[src/rtl/mole_pkg.sv]
// mole_pkg: shared sizing and default mole lifetimes for the whack-a-mole judge.
package mole_pkg;
   localparam int NUM_MOLES  = 8;
   localparam int TIMER_W    = 27;
   localparam int MOLE_IDX_W = $clog2(NUM_MOLES);
   typedef enum logic [1:0] {DIFF_EASY, DIFF_NORMAL, DIFF_HARD} difficulty_t;
   // lifetimes in 50 MHz cycles: 1.5 s, 1.0 s, 0.5 s
   localparam logic [TIMER_W-1:0] LIFE_EASY   = 27'd75_000_000;
   localparam logic [TIMER_W-1:0] LIFE_NORMAL = 27'd50_000_000;
   localparam logic [TIMER_W-1:0] LIFE_HARD   = 27'd25_000_000;
   function automatic logic [TIMER_W-1:0] default_life(difficulty_t d);
      return d == DIFF_HARD ? LIFE_HARD : d == DIFF_NORMAL ? LIFE_NORMAL : LIFE_EASY;
   endfunction
endpackage

[src/rtl/mole_hit_judge_if.sv]
// mole_hit_judge_if: spawner/button side and scoring-event side of the hit judge.
interface mole_hit_judge_if;
   import mole_pkg::*;
   logic                  game_active;
   logic                  spawn_valid;
   logic [MOLE_IDX_W-1:0] spawn_idx;
   logic [TIMER_W-1:0]    mole_life;
   logic [NUM_MOLES-1:0]  btn_press;
   logic [NUM_MOLES-1:0]  moles_up;
   logic                  miss;
   logic                  non_full_clear_hit;
   logic                  full_clear_hit;
   modport master (
      output game_active, spawn_valid, spawn_idx, mole_life, btn_press,
      input  moles_up, miss, non_full_clear_hit, full_clear_hit
   );
   modport slave (
      input  game_active, spawn_valid, spawn_idx, mole_life, btn_press,
      output moles_up, miss, non_full_clear_hit, full_clear_hit
   );
endinterface

[src/rtl/mole_timer.sv]
// mole_timer: lifetime counter for one mole position; the mole is up while the count is nonzero.
module mole_timer
   import mole_pkg::*;
(
   input  logic               clk,
   input  logic               reset_n,
   input  logic               game_active,
   input  logic               clr,
   input  logic               load,
   input  logic [TIMER_W-1:0] life,
   output logic               up,
   output logic               expiring
);
   logic [TIMER_W-1:0] cnt;
   always_ff @(posedge clk or negedge reset_n)
      if (!reset_n) cnt <= '0;
      else if (!game_active || clr) cnt <= '0;
      else if (load) cnt <= (life == '0) ? TIMER_W'(1) : life;
      else if (up) cnt <= cnt - 1'b1;
   assign up       = cnt != '0;
   assign expiring = cnt == TIMER_W'(1);
endmodule

[src/rtl/mole_hit_judge.sv]
// mole_hit_judge: tracks raised moles, times them out and turns presses into miss/hit pulses.
module mole_hit_judge
   import mole_pkg::*;
(
   input logic              clk,
   input logic              reset_n,
   mole_hit_judge_if.slave  bus
);
   logic [NUM_MOLES-1:0] board, expiring, hit, wrong, expired, load, left;
   logic                 miss_ev, any_hit, miss_q, nfc_q, fc_q;
   assign hit     = bus.btn_press & board;
   assign wrong   = bus.btn_press & ~board;
   assign expired = expiring & ~hit;
   assign left    = board & ~hit;
   assign miss_ev = |wrong || |expired;
   assign any_hit = |hit;
   // a spawn only lands on a hole that is empty at the start of the cycle
   assign load    = bus.spawn_valid ? (NUM_MOLES'(1) << bus.spawn_idx) & ~board : '0;
   for (genvar i = 0; i < NUM_MOLES; i++) begin : g_timer
      mole_timer u_timer (
         .clk         (clk),
         .reset_n     (reset_n),
         .game_active (bus.game_active),
         .clr         (hit[i]),
         .load        (load[i]),
         .life        (bus.mole_life),
         .up          (board[i]),
         .expiring    (expiring[i])
      );
   end
   always_ff @(posedge clk or negedge reset_n)
      if (!reset_n) begin
         miss_q <= 1'b0;
         nfc_q  <= 1'b0;
         fc_q   <= 1'b0;
      end else begin
         miss_q <= bus.game_active && miss_ev;
         nfc_q  <= bus.game_active && !miss_ev && any_hit && |left;
         fc_q   <= bus.game_active && !miss_ev && any_hit && !(|left);
      end
   assign bus.moles_up           = board;
   assign bus.miss               = miss_q;
   assign bus.non_full_clear_hit = nfc_q;
   assign bus.full_clear_hit     = fc_q;
endmodule
[src/flat_wrapper.sv]
// flat-port wrapper written by rule: the top's interface ports become plain ports
module mole_hit_judge_flat import mole_pkg::*;
  (clk, reset_n, bus_game_active, bus_spawn_valid, bus_spawn_idx, bus_mole_life, bus_btn_press, bus_moles_up, bus_miss, bus_non_full_clear_hit, bus_full_clear_hit);
  mole_hit_judge_if bus_i ();
  input logic clk;
  input logic reset_n;
  input wire logic [$bits(bus_i.game_active)-1:0] bus_game_active;
  input wire logic [$bits(bus_i.spawn_valid)-1:0] bus_spawn_valid;
  input wire logic [$bits(bus_i.spawn_idx)-1:0] bus_spawn_idx;
  input wire logic [$bits(bus_i.mole_life)-1:0] bus_mole_life;
  input wire logic [$bits(bus_i.btn_press)-1:0] bus_btn_press;
  output wire logic [$bits(bus_i.moles_up)-1:0] bus_moles_up;
  output wire logic [$bits(bus_i.miss)-1:0] bus_miss;
  output wire logic [$bits(bus_i.non_full_clear_hit)-1:0] bus_non_full_clear_hit;
  output wire logic [$bits(bus_i.full_clear_hit)-1:0] bus_full_clear_hit;
  assign bus_i.game_active = bus_game_active;
  assign bus_i.spawn_valid = bus_spawn_valid;
  assign bus_i.spawn_idx = bus_spawn_idx;
  assign bus_i.mole_life = bus_mole_life;
  assign bus_i.btn_press = bus_btn_press;
  assign bus_moles_up = bus_i.moles_up;
  assign bus_miss = bus_i.miss;
  assign bus_non_full_clear_hit = bus_i.non_full_clear_hit;
  assign bus_full_clear_hit = bus_i.full_clear_hit;
  mole_hit_judge u_core (.clk(clk), .reset_n(reset_n), .bus(bus_i));
endmodule
[config.mk]
export PLATFORM = sky130hd
export DESIGN_NAME = mole_hit_judge_flat
export DESIGN_NICKNAME = d
export VERILOG_FILES = /design/src/rtl/mole_pkg.sv /design/src/rtl/mole_hit_judge_if.sv /design/src/rtl/mole_timer.sv /design/src/rtl/mole_hit_judge.sv /design/src/flat_wrapper.sv
export SDC_FILE = /design/constraint.sdc
export NUM_CORES = 1
export LEC_CHECK = 0
export ABC_AREA = 1
export CORE_UTILIZATION = 39
export CTS_CLUSTER_DIAMETER = 30
export DETAILED_ROUTE_END_ITERATION = 10
export SLEW_MARGIN = 40
export SYNTH_ARGS = -nofsm -noshare
export SYNTH_HDL_FRONTEND = slang
export SYNTH_SLANG_ARGS = --single-unit
export TNS_END_PERCENT = 100
[constraint.sdc]
create_clock -name clk -period 2.4 [get_ports clk]
set_clock_uncertainty 0.05 [all_clocks]
set_input_delay 0.48 -clock clk [delete_from_list [all_inputs] [get_ports clk]]
set_output_delay 0.48 -clock clk [all_outputs]
set_load 0.02 [all_outputs]
== Word-level counts from Yosys, hierarchy flattened ==
Index checks and enable logic that the tools add are counted.

* Equality and inequality tests: 8
* Shifts and indexed selects: 1
* Reduce and logical (&&, ||, !) cells: 38
* Bitwise operators: 7
* $add $sub $neg: 8
* Muxes and demuxes: 26

{| class="wikitable"
|+ Operator list
! operator !! count
|-
| 27-bit two-way mux || 25
|-
| 27-bit by 1-bit equality test with 1-bit output (second input constant) || 8
|-
| 27-bit nonzero test || 8
|-
| 27-bit by 1-bit subtractor with 27-bit output (second input constant) || 8
|-
| 8-bit bitwise AND || 5
|-
| 8-bit OR reduction || 4
|-
| 27-bit zero test || 1
|-
| 3-bit nonzero test || 8
|-
| 8-bit inverter || 2
|-
| 1-bit logical OR || 9
|-
| 8-bit two-way mux || 1
|-
| 1-bit by 3-bit left shift with 8-bit output (first input constant) || 1
|-
| 1-bit logical AND || 5
|-
| 1-bit zero test || 3
|}

* Output and inout bits: 11
* Logic and storage cells: 99
* Bits in registers: 219
* Input port bits: 42

== Longest topological paths before layout ==
Gate-level depths: netlist of the first run.

* Depth in word-level cells: 10
* Mapped depth: 15
* Gate-level depth less buffers: 14

== Modules after synthesis ==
A second synthesis of the first run with hierarchy kept.

* Cell total of the unflattened synthesis: 2,603
* Area, all modules: 16,642.2 µm²

{| class="wikitable"
|+ By module, submodules not included
! module !! instances !! seq. area each (µm²) !! area each (µm²) !! cells an instance
|-
| mole_timer (u_core.g_timer[4].u_timer ...) || 4 || 675.6 || 2,068.2 || 316
|-
| mole_timer (u_core.g_timer[0].u_timer ...) || 4 || 675.6 || 1,980.6 || 311
|-
| mole_hit_judge || 1 || 75.1 || 446.7 || 95
|}

== Least setup slack after synthesis of the first run ==
OpenSTA, ideal clock, no wires.

* Path type: reg-to-reg
* Start: register u_core.g_timer[6].u_timer.cnt[0]
* End: register u_core.g_timer[6].u_timer.cnt[4]
* Required time: 2.216 ns
* Data arrival time: 1.770 ns
* Slack: 0.446 ns
* Library setup time: 0.134 ns
* Path buffers: 2
* Period minus slack after synthesis: 1.954 ns
* Stages on the path, launching flop included: 12
* Cells stage by stage: dfrtp_1 inv_1 ha_1 nand2_2 nor2_4 nand2_2 nor2_4 nand3_1 buf_2 inv_1 buf_4 a211oi_1

* Cells in the longest elaborated chain, start to end: 6
* Elaborated cells on any way between the ends: 11
* Classes of those cells: 1 x add/sub; 4 x mux; 3 x bitwise; 3 x reduce/logical

{| class="wikitable"
|+ RTL lines
! item !! RTL line !! RTL
|-
| start: declaration || mole_timer.sv:14 || <nowiki>logic [TIMER_W-1:0] cnt;</nowiki>
|-
| start signal: assignment || mole_timer.sv:18 || <nowiki>else if (load) cnt <= (life == '0) ? TIMER_W'(1) : life;</nowiki>
|-
| start signal: assignment || mole_timer.sv:19 || <nowiki>else if (up) cnt <= cnt - 1'b1;</nowiki>
|-
| parallel branches: the longest is 6 deep, another holds 27-bit by 1-bit subtractor with 27-bit output || -- ||
|}

Parallel ways; which one is timed is not known. The select of a mux whose other input is x is not followed.
A chain may end at the register's enable or synchronous reset.

== Worst setup path in the final report of the first run ==
* Start: register u_core.g_timer[0].u_timer.cnt[21]
* End: output bus_moles_up[0]

* Cells in the longest elaborated chain, start to end: 1

{| class="wikitable"
|+ RTL lines
! item !! RTL line !! RTL
|-
| start: declaration || mole_timer.sv:14 ||
|-
| start signal: assignment || mole_timer.sv:18 ||
|-
| start signal: assignment || mole_timer.sv:19 ||
|-
| 27-bit nonzero test || mole_timer.sv:20 || <nowiki>assign up = cnt != '0;</nowiki>
|-
| end: declaration || flat_wrapper.sv:12 || <nowiki>output wire logic [$bits(bus_i.moles_up)-1:0] bus_moles_up;</nowiki>
|}

Every way passes these cells.

==> impl_metrics.tcl, run 1 <==
set metrics [dict create \
    postSynth.asyncResetShare_pct 100 \
    synth.lib_cells_used.distinct 45 \
    max_stage_delay_ns 0.44 \
    finish.net_count 2079 \
    wl_per_cell_um 19.4 \
    post_route_cells_drive_above_1_share_pct 26.1 \
    netlist_top_cells_area "dfrtp_1, nor2_1, xor2_1" \
    timing_worst_slew_pin_value_ns 0.643 \
    coreArea_um2 35700 \
    yosys_warnings 0 \
    worst_setup_hold_path_clk_slew_ns 0.05 \
    slowest_stage "dfrtp_1" \
    final_cell_count_no_fill 2530 \
    area_delta_synth_final_pct 34.0 \
    postRouteWirelength_mm 49.2 \
    timing.setup.critical_path_class "reg2out" \
    most_instantiated_flip_flop_cell_in_the_synthesis_netlist "dfrtp_1" \
    synth_enable_flop_cells 0 \
    critPathMaxFanout 3 \
    cell_pwr_density_nw_per_um2 1710 \
    max_cap_viol_count 0 \
    holdCritPathClass "in2async" \
    power.static_leakage_nw 9.11 \
    num_rows 69 \
    drt-initial-drc-count 1036 \
    first_pass_iters 7 \
    global_route.overflow_total 0 \
    finalWorstPathRequiredPeriod_ns 2.39 \
    critical_path.n_buffers_inverters 1 \
    initial_core_util_pct 39.9 \
    gp_congestion 0.952 \
    worst_skew_pair.late_latency_ns 0.58 \
    synth.net_count 1833 \
    setup.worst_path.start_class "flop" \
    clock-sinks 219 \
    post-dp-hpwl_mm 34.2 \
    antenna_cells_inserted 0 \
    netlist_instances 1774 \
    sequential_area_share_after_synthesis_pct 38.4 \
    post-route-period-util_pct 99.6 \
    yosys.area.top_type_share_pct 38.4 \
    slew_viol_final 0 \
    die_w_um 193 \
    synth.ff_latch_count 219 \
    post_synth.cell_area_avg_um2 8.04 \
    mostFrequentLayoutCells "nor2_1, nand2_1, dfrtp_1" \
    ff2ff_setup_slack_ns 0.12 \
    total_power_mw 32.7 \
    largest_net_degree_at_the_start_of_global_routing 63 \
    ioPinCount 53 \
    detail_route.drc_violations 0 \
    syn-cell-area_um2 14300 \
    layout.cells.most_common "nor2_1" \
    final-setup-viol-count 0 \
    layout.area.seq_um2 5480 \
    worst-endpoint-arrival_ns 1.86 \
    vias_per_cell 5.37 \
    clockRootBuffer "clkbuf_16" \
    clock_buffer_depth 3 \
    yosysTopAreaCell "dfrtp_1" \
    endpoint_kind "output port" \
    ant_nets 0 \
    die_h_um 193 \
    max_freq_mhz 418 \
    h_tree_depth 2 \
    grt_use_total_pct 26.7 \
    dieArea_um2 37300 \
    grt_pass1_vias 13400 \
    ir_drop_uv 952 \
    cp_cell_sequence "nor2_4 > nand3_2 > nor3_4 > nand2_2 > buf_2" \
    cts-buffers-inserted 58 \
    maxSlewHeadroom_pct 57.1 \
    antenna_found_initial 3 \
    overall_via_count_from_detail_route 13600 \
    place.port_buffers 52 \
    fin_tns_setup_ns 0 \
    rsz0062_at_grt "true" \
    filler_cell_count 3345 \
    cts_tree "done" \
    number_of_cells_in_the_design_after_placement 2389 \
    outcome "finished clean" \
    timing.final.hold_violations 0 \
    grt_first_pass_wirelength_mm 74.8 \
    critical_path_required_ns 1.87 \
    path_delay_family "simple AND/OR/NAND/NOR gates" \
    area_occupied_by_multi_input_gates_um2 8070 \
]
power by group:
| group | switching (mW) | total [mW] | internal, mW |
|---|---|---|---|
| Clock | 2.46 | 8.79 | 6.33 |
| Sequential | 1.21 | 6.11 | 4.89 |
| Combinational | 10.6 | 17.8 | 7.19 |
| Total | 14.3 | 32.7 | 18.4 |
cells in the mapped netlist (9+ instances only):
master,count
a211oi_2,51
nor2_4,13
nand3_1,81
nand2_2,22
inv_1,161
nor2_1,312
nand4_1,33
ha_1,17
dfrtp_1,219
xnor2_1,43
o22ai_1,16
nor3_1,40
buf_4,13
a211oi_1,74
buf_2,15
buf_6,9
xor2_1,124
o21ai_1,27
nor2_2,31
o21ai_0,78
nand2_1,240
nand3_2,11
a21oi_1,66
clkbuf_1,14
sequential cells by signal, summed over array words and instances, names as in the netlist:
| register | flops |
|---|---|
| u_core.g_timer.u_timer.cnt | 216 |
| u_core.bus.full_clear_hit | 1 |
| u_core.bus.miss | 1 |
| u_core.bus.non_full_clear_hit | 1 |
through the flow:
step                cell area [µm²]  util (%)  hold slack, ns  setup slack, ns
floorplan                     14300         -           0.134            0.446
global placement              16300      45.7           0.431          -0.0209
detailed placement            16300      45.7           0.435          -0.0384
CTS                           18700      52.4           0.431          0.00202
global route                  19100      53.4           0.472          -0.0220
finish                        19100      53.4           0.422           0.0103
final timing paths:
check,from,endpoint,depth (start not counted)
max,u_core.g_timer[0].u_timer.cnt[21],bus_moles_up[0],5
min,reset_n,u_core.g_timer[1].u_timer.cnt[1],2
max reg2reg,u_core.g_timer[1].u_timer.cnt[19],u_core.bus.full_clear_hit,12
min reg2reg,u_core.g_timer[6].u_timer.cnt[26],u_core.g_timer[6].u_timer.cnt[26],2
max in group asynchronous,reset_n,u_core.g_timer[1].u_timer.cnt[26],3
min in group clk,u_core.g_timer[6].u_timer.cnt[26],u_core.g_timer[6].u_timer.cnt[26],2
worst register-to-register path: cells and delay by family (launching register included):
| family | cells | cell delay, ns |
|---|---|---|
| and+or+nand+nor | 9 | 1.31 |
| buffers and inverters | 3 | 0.44 |
| DFF | 1 | 0.41 |
cells by family (layout without fill, tap and decap cells):
kind of cell    count (synthesis)  in the layout  synth area share (%)
fa+ha+maj                      17             17                  1.49
xor+xnor                      167            167                  10.3
compound gates                317            317                  15.4
flops                         219            219                  38.4
buf+inv                       229            523                  7.12
simple gates                  825            826                  27.3
layout make-up:
class / instances / area share, %
tap: 461 / 3.02
sequential: 219 / 28.7
clock inverter: 40 / 3.21
inverter: 178 / 3.62
timing repair buffer: 236 / 10.8
multi-input combinational: 1327 / 42.3
clock buffer: 69 / 8.41
routing by layer:
metal | track usage, % | routed length [µm] | up-vias
met5 | 0 | 0 | -
met4 | 13.1 | 2370 | 0
met3 | 4.81 | 3260 | 130
met2 | 41.9 | 22200 | 475
met1 | 35.5 | 21400 | 6566
li1 | - | - | 6411
repair_timing:
| action | 4_1_cts | 5_1_grt |
|---|---|---|
| hold buffers | 1 | 0 |
| resized for setup | 73 | 62 |
| endpoints found under the hold margin | 55 | 0 |
| pin swaps | 9 | 19 |
| gates cloned | 0 | 1 |
| setup buffers | 11 | 19 |
| endpoints found under the setup margin | 8 | 26 |
(Power assumes the default switching activity.)
==> inputs of run 2 (changes only) <==
--- a/config.mk
+++ b/config.mk
@@ -9,7 +9,7 @@
 export CORE_UTILIZATION = 39
 export CTS_CLUSTER_DIAMETER = 30
 export DETAILED_ROUTE_END_ITERATION = 10
-export SLEW_MARGIN = 40
+export SLEW_MARGIN = 30
 export SYNTH_ARGS = -nofsm -noshare
 export SYNTH_HDL_FRONTEND = slang
 export SYNTH_SLANG_ARGS = --single-unit
==> results of run 2 <==
Same layout as run 1: the final DEF is identical, and so are final timing and power.
==> inputs of run 3 (changes only) <==
--- a/config.mk
+++ b/config.mk
@@ -9,6 +9,7 @@
 export CORE_UTILIZATION = 39
 export CTS_CLUSTER_DIAMETER = 30
 export DETAILED_ROUTE_END_ITERATION = 10
+export MAX_ROUTING_LAYER = met4
 export SLEW_MARGIN = 30
 export SYNTH_ARGS = -nofsm -noshare
 export SYNTH_HDL_FRONTEND = slang
==> run 3 against run 2 <==
Compared with the run above:
- critical path depth rose by 2
- first-iteration DRC count grew 1.6%
- sequential power hardly changed
- count of clock-buffer cells in the layout is 7 higher
- final cell count is essentially flat
- global-route usage rose by 1.2 points
- critical endpoint is now bus_moles_up[7]
- design area shrank 1.1%
- largest cell class unchanged
- utilization shrank 0.59 points
- largest power group unchanged
==> impl_metrics.tcl, run 3 (synthesized netlist as in run 1, its figures left out) <==
set metrics [dict create \
    max_freq_mhz 427 \
    num_rows 69 \
    vias_per_cell 5.36 \
    grt_use_total_pct 27.9 \
    mostFrequentLayoutCells "nor2_1, nand2_1, dfrtp_1" \
    layout.cell_area.non_filler_um2 18900 \
    total_power_mw 31.7 \
    fin_tns_setup_ns 0 \
    filler_cell_count 3370 \
    worst_setup_hold_path_clk_slew_ns 0.05 \
    antenna_found_initial 2 \
    grt_pass1_vias 13500 \
    grt_first_pass_wirelength_mm 76.0 \
    seq_power_share_pct 19.3 \
    dieArea_um2 37300 \
    worst_skew_pair.late_latency_ns 0.58 \
    critical_path_required_ns 1.87 \
    initial_core_util_pct 39.9 \
    power.static_leakage_nw 9.01 \
    timing.final.hold_violations 0 \
    coreArea_um2 35700 \
    slew_viol_final 0 \
    first_pass_iters 8 \
    cell_pwr_density_nw_per_um2 1680 \
    postRouteWirelength_mm 49.3 \
    post-dp-hpwl_mm 34.5 \
    clock_buffer_depth 3 \
    clockRootBuffer "clkbuf_16" \
    critPathMostFrequentCell "nor2_4" \
    final-setup-viol-count 0 \
    switchingPower_mw 14.2 \
    critPathMaxFanout 4 \
    final_cell_count_no_fill 2529 \
    critical_path.reg2reg.startpoint "u_core.g_timer[6].u_timer.cnt[0]" \
    finish.net_count 2077 \
    ff2ff_setup_slack_ns 0.21 \
    die_h_um 193 \
    drt-initial-drc-count 1053 \
    power_switching_share_pct 44.7 \
    ant_nets 0 \
    h_tree_depth 2 \
    area_delta_synth_final_pct 32.5 \
    worst_r2r_path_depth 11 \
    internal_power_mw 17.5 \
    max_stage_delay_ns 0.43 \
    max_cap_viol_count 0 \
    wl_per_cell_um 19.5 \
    worst-endpoint-arrival_ns 1.81 \
    cts_tree "done" \
    finalWorstPathRequiredPeriod_ns 2.34 \
    clock-sinks 219 \
    die_w_um 193 \
    maxSlewHeadroom_pct 60.0 \
    holdCritPathClass "in2async" \
    dpl-instance-area_um2 16300 \
    place.port_buffers 52 \
    layout.cells.most_common "nor2_1" \
    outcome "finished clean" \
    ir_drop_uv 846 \
    gp_congestion 0.944 \
    clock_power_share_pct 25.2 \
    post_route_cells_drive_above_1_share_pct 25.7 \
    overall_via_count_from_detail_route 13600 \
    endpoint_kind "output port" \
    cts-buffers-inserted 59 \
    timing_worst_slew_pin_value_ns 0.600 \
    largest_register_ffs 216 \
    largest_net_degree_at_the_start_of_global_routing 65 \
    global_route.overflow_total 0 \
    timing.setup.critical_path_class "reg2out" \
    number_of_cells_in_the_design_after_placement 2385 \
    largest_register "u_core.g_timer.u_timer.cnt" \
    setup.worst_path.start_class "flop" \
    detail_route.drc_violations 0 \
    post-route-period-util_pct 97.6 \
    combPwrFrac_pct 55.5 \
    r2r_end "u_core.g_timer[6].u_timer.cnt[10]" \
    ioPinCount 53 \
    postLayoutCoreUtil_pct 52.8 \
    cp_cell_sequence "nor2_4 > nand2_1 > nor2_4 > nand2_2 > inv_2 > nand2_4 > buf_4" \
    slowest_stage "dfrtp_1" \
]
run 3: cell types whose count changed in the layout (fill, tap and decap cells not counted), moves of 4 or more:
cell        before  now
bufinv_16       15    7
clkbuf_1         3   10
nor2_2          46   40
inv_1          144  139
inv_2           24   29
clkinv_4         7   11
clkinvlp_4       9    5
nor2_4          25   29
run 3: repair_timing:
item | CTS | global route
hold buffers | 1 | 0
endpoints found under the setup margin | 8 | 17
gates resized for setup | 70 | 69
setup buffers | 5 | 27
endpoints found under the hold margin | 57 | 0
pin swaps | 11 | 22
run 3: worst max path at each step:
stage                                     startpoint                                end  slack, ns  cells after the start
detailed placement                   bus_spawn_valid  u_core.g_timer[1].u_timer.cnt[15]       -0.1                      9
CTS                 u_core.g_timer[3].u_timer.cnt[7]                    bus_moles_up[3]     0.0005                      7
floorplan           u_core.g_timer[6].u_timer.cnt[0]   u_core.g_timer[6].u_timer.cnt[4]       0.45                     11
global route        u_core.g_timer[6].u_timer.cnt[0]                    bus_moles_up[6]      -0.02                      8
global placement                     bus_spawn_valid  u_core.g_timer[1].u_timer.cnt[15]      -0.06                      9
finish              u_core.g_timer[7].u_timer.cnt[9]                    bus_moles_up[7]       0.06                      7
run 3: layout make-up:
class                   instances  area (µm²)  share of cell area, %
multi-input cells            1326        8070                   42.7
diodes                          1        2.50                 0.0132
flip-flops and latches        219        5480                   29.0
repair buffers                234        2040                   10.8
clock inverters                34         399                   2.11
clock buffers                  76        1630                   8.65
inverters                     178         691                   3.66
well taps                     461         577                   3.05
run 3: metrics by stage:
step | hold WS [ns] | setup slack [ns]
2_1_floorplan | 0.134 | 0.446
3_3_place_gp | 0.450 | -0.0604
3_5_place_dp | 0.451 | -0.0978
4_1_cts | 0.447 | 0.000498
5_1_grt | 0.505 | -0.0202
6_report | 0.451 | 0.0573
run 3: layer usage:
layer  vias up  wire length (µm)  GRT usage [%]
met4         0              2040           12.0
met1      6571             21600           36.2
met5         -                 0              -
met2       467             22500           43.1
li1       6401                 -              -
met3       119              3160           4.18
run 3: critical path, delay by kind of cell, from the launching register on:
kind,cells,cell delay [ns]
and+or+nand+nor,5,0.57
DFF,1,0.43
buffers and inverters,2,0.24
run 3: power groups by stage:
stage	sequential, mW	combinational, mW	clock [mW]
detailed placement	6.01	16.3	0
floorplan	5.77	12.4	0
finish	6.11	17.6	8.00
global route	6.26	19.6	8.28
CTS	6.01	16.6	8.08
global placement	6.01	16.1	0
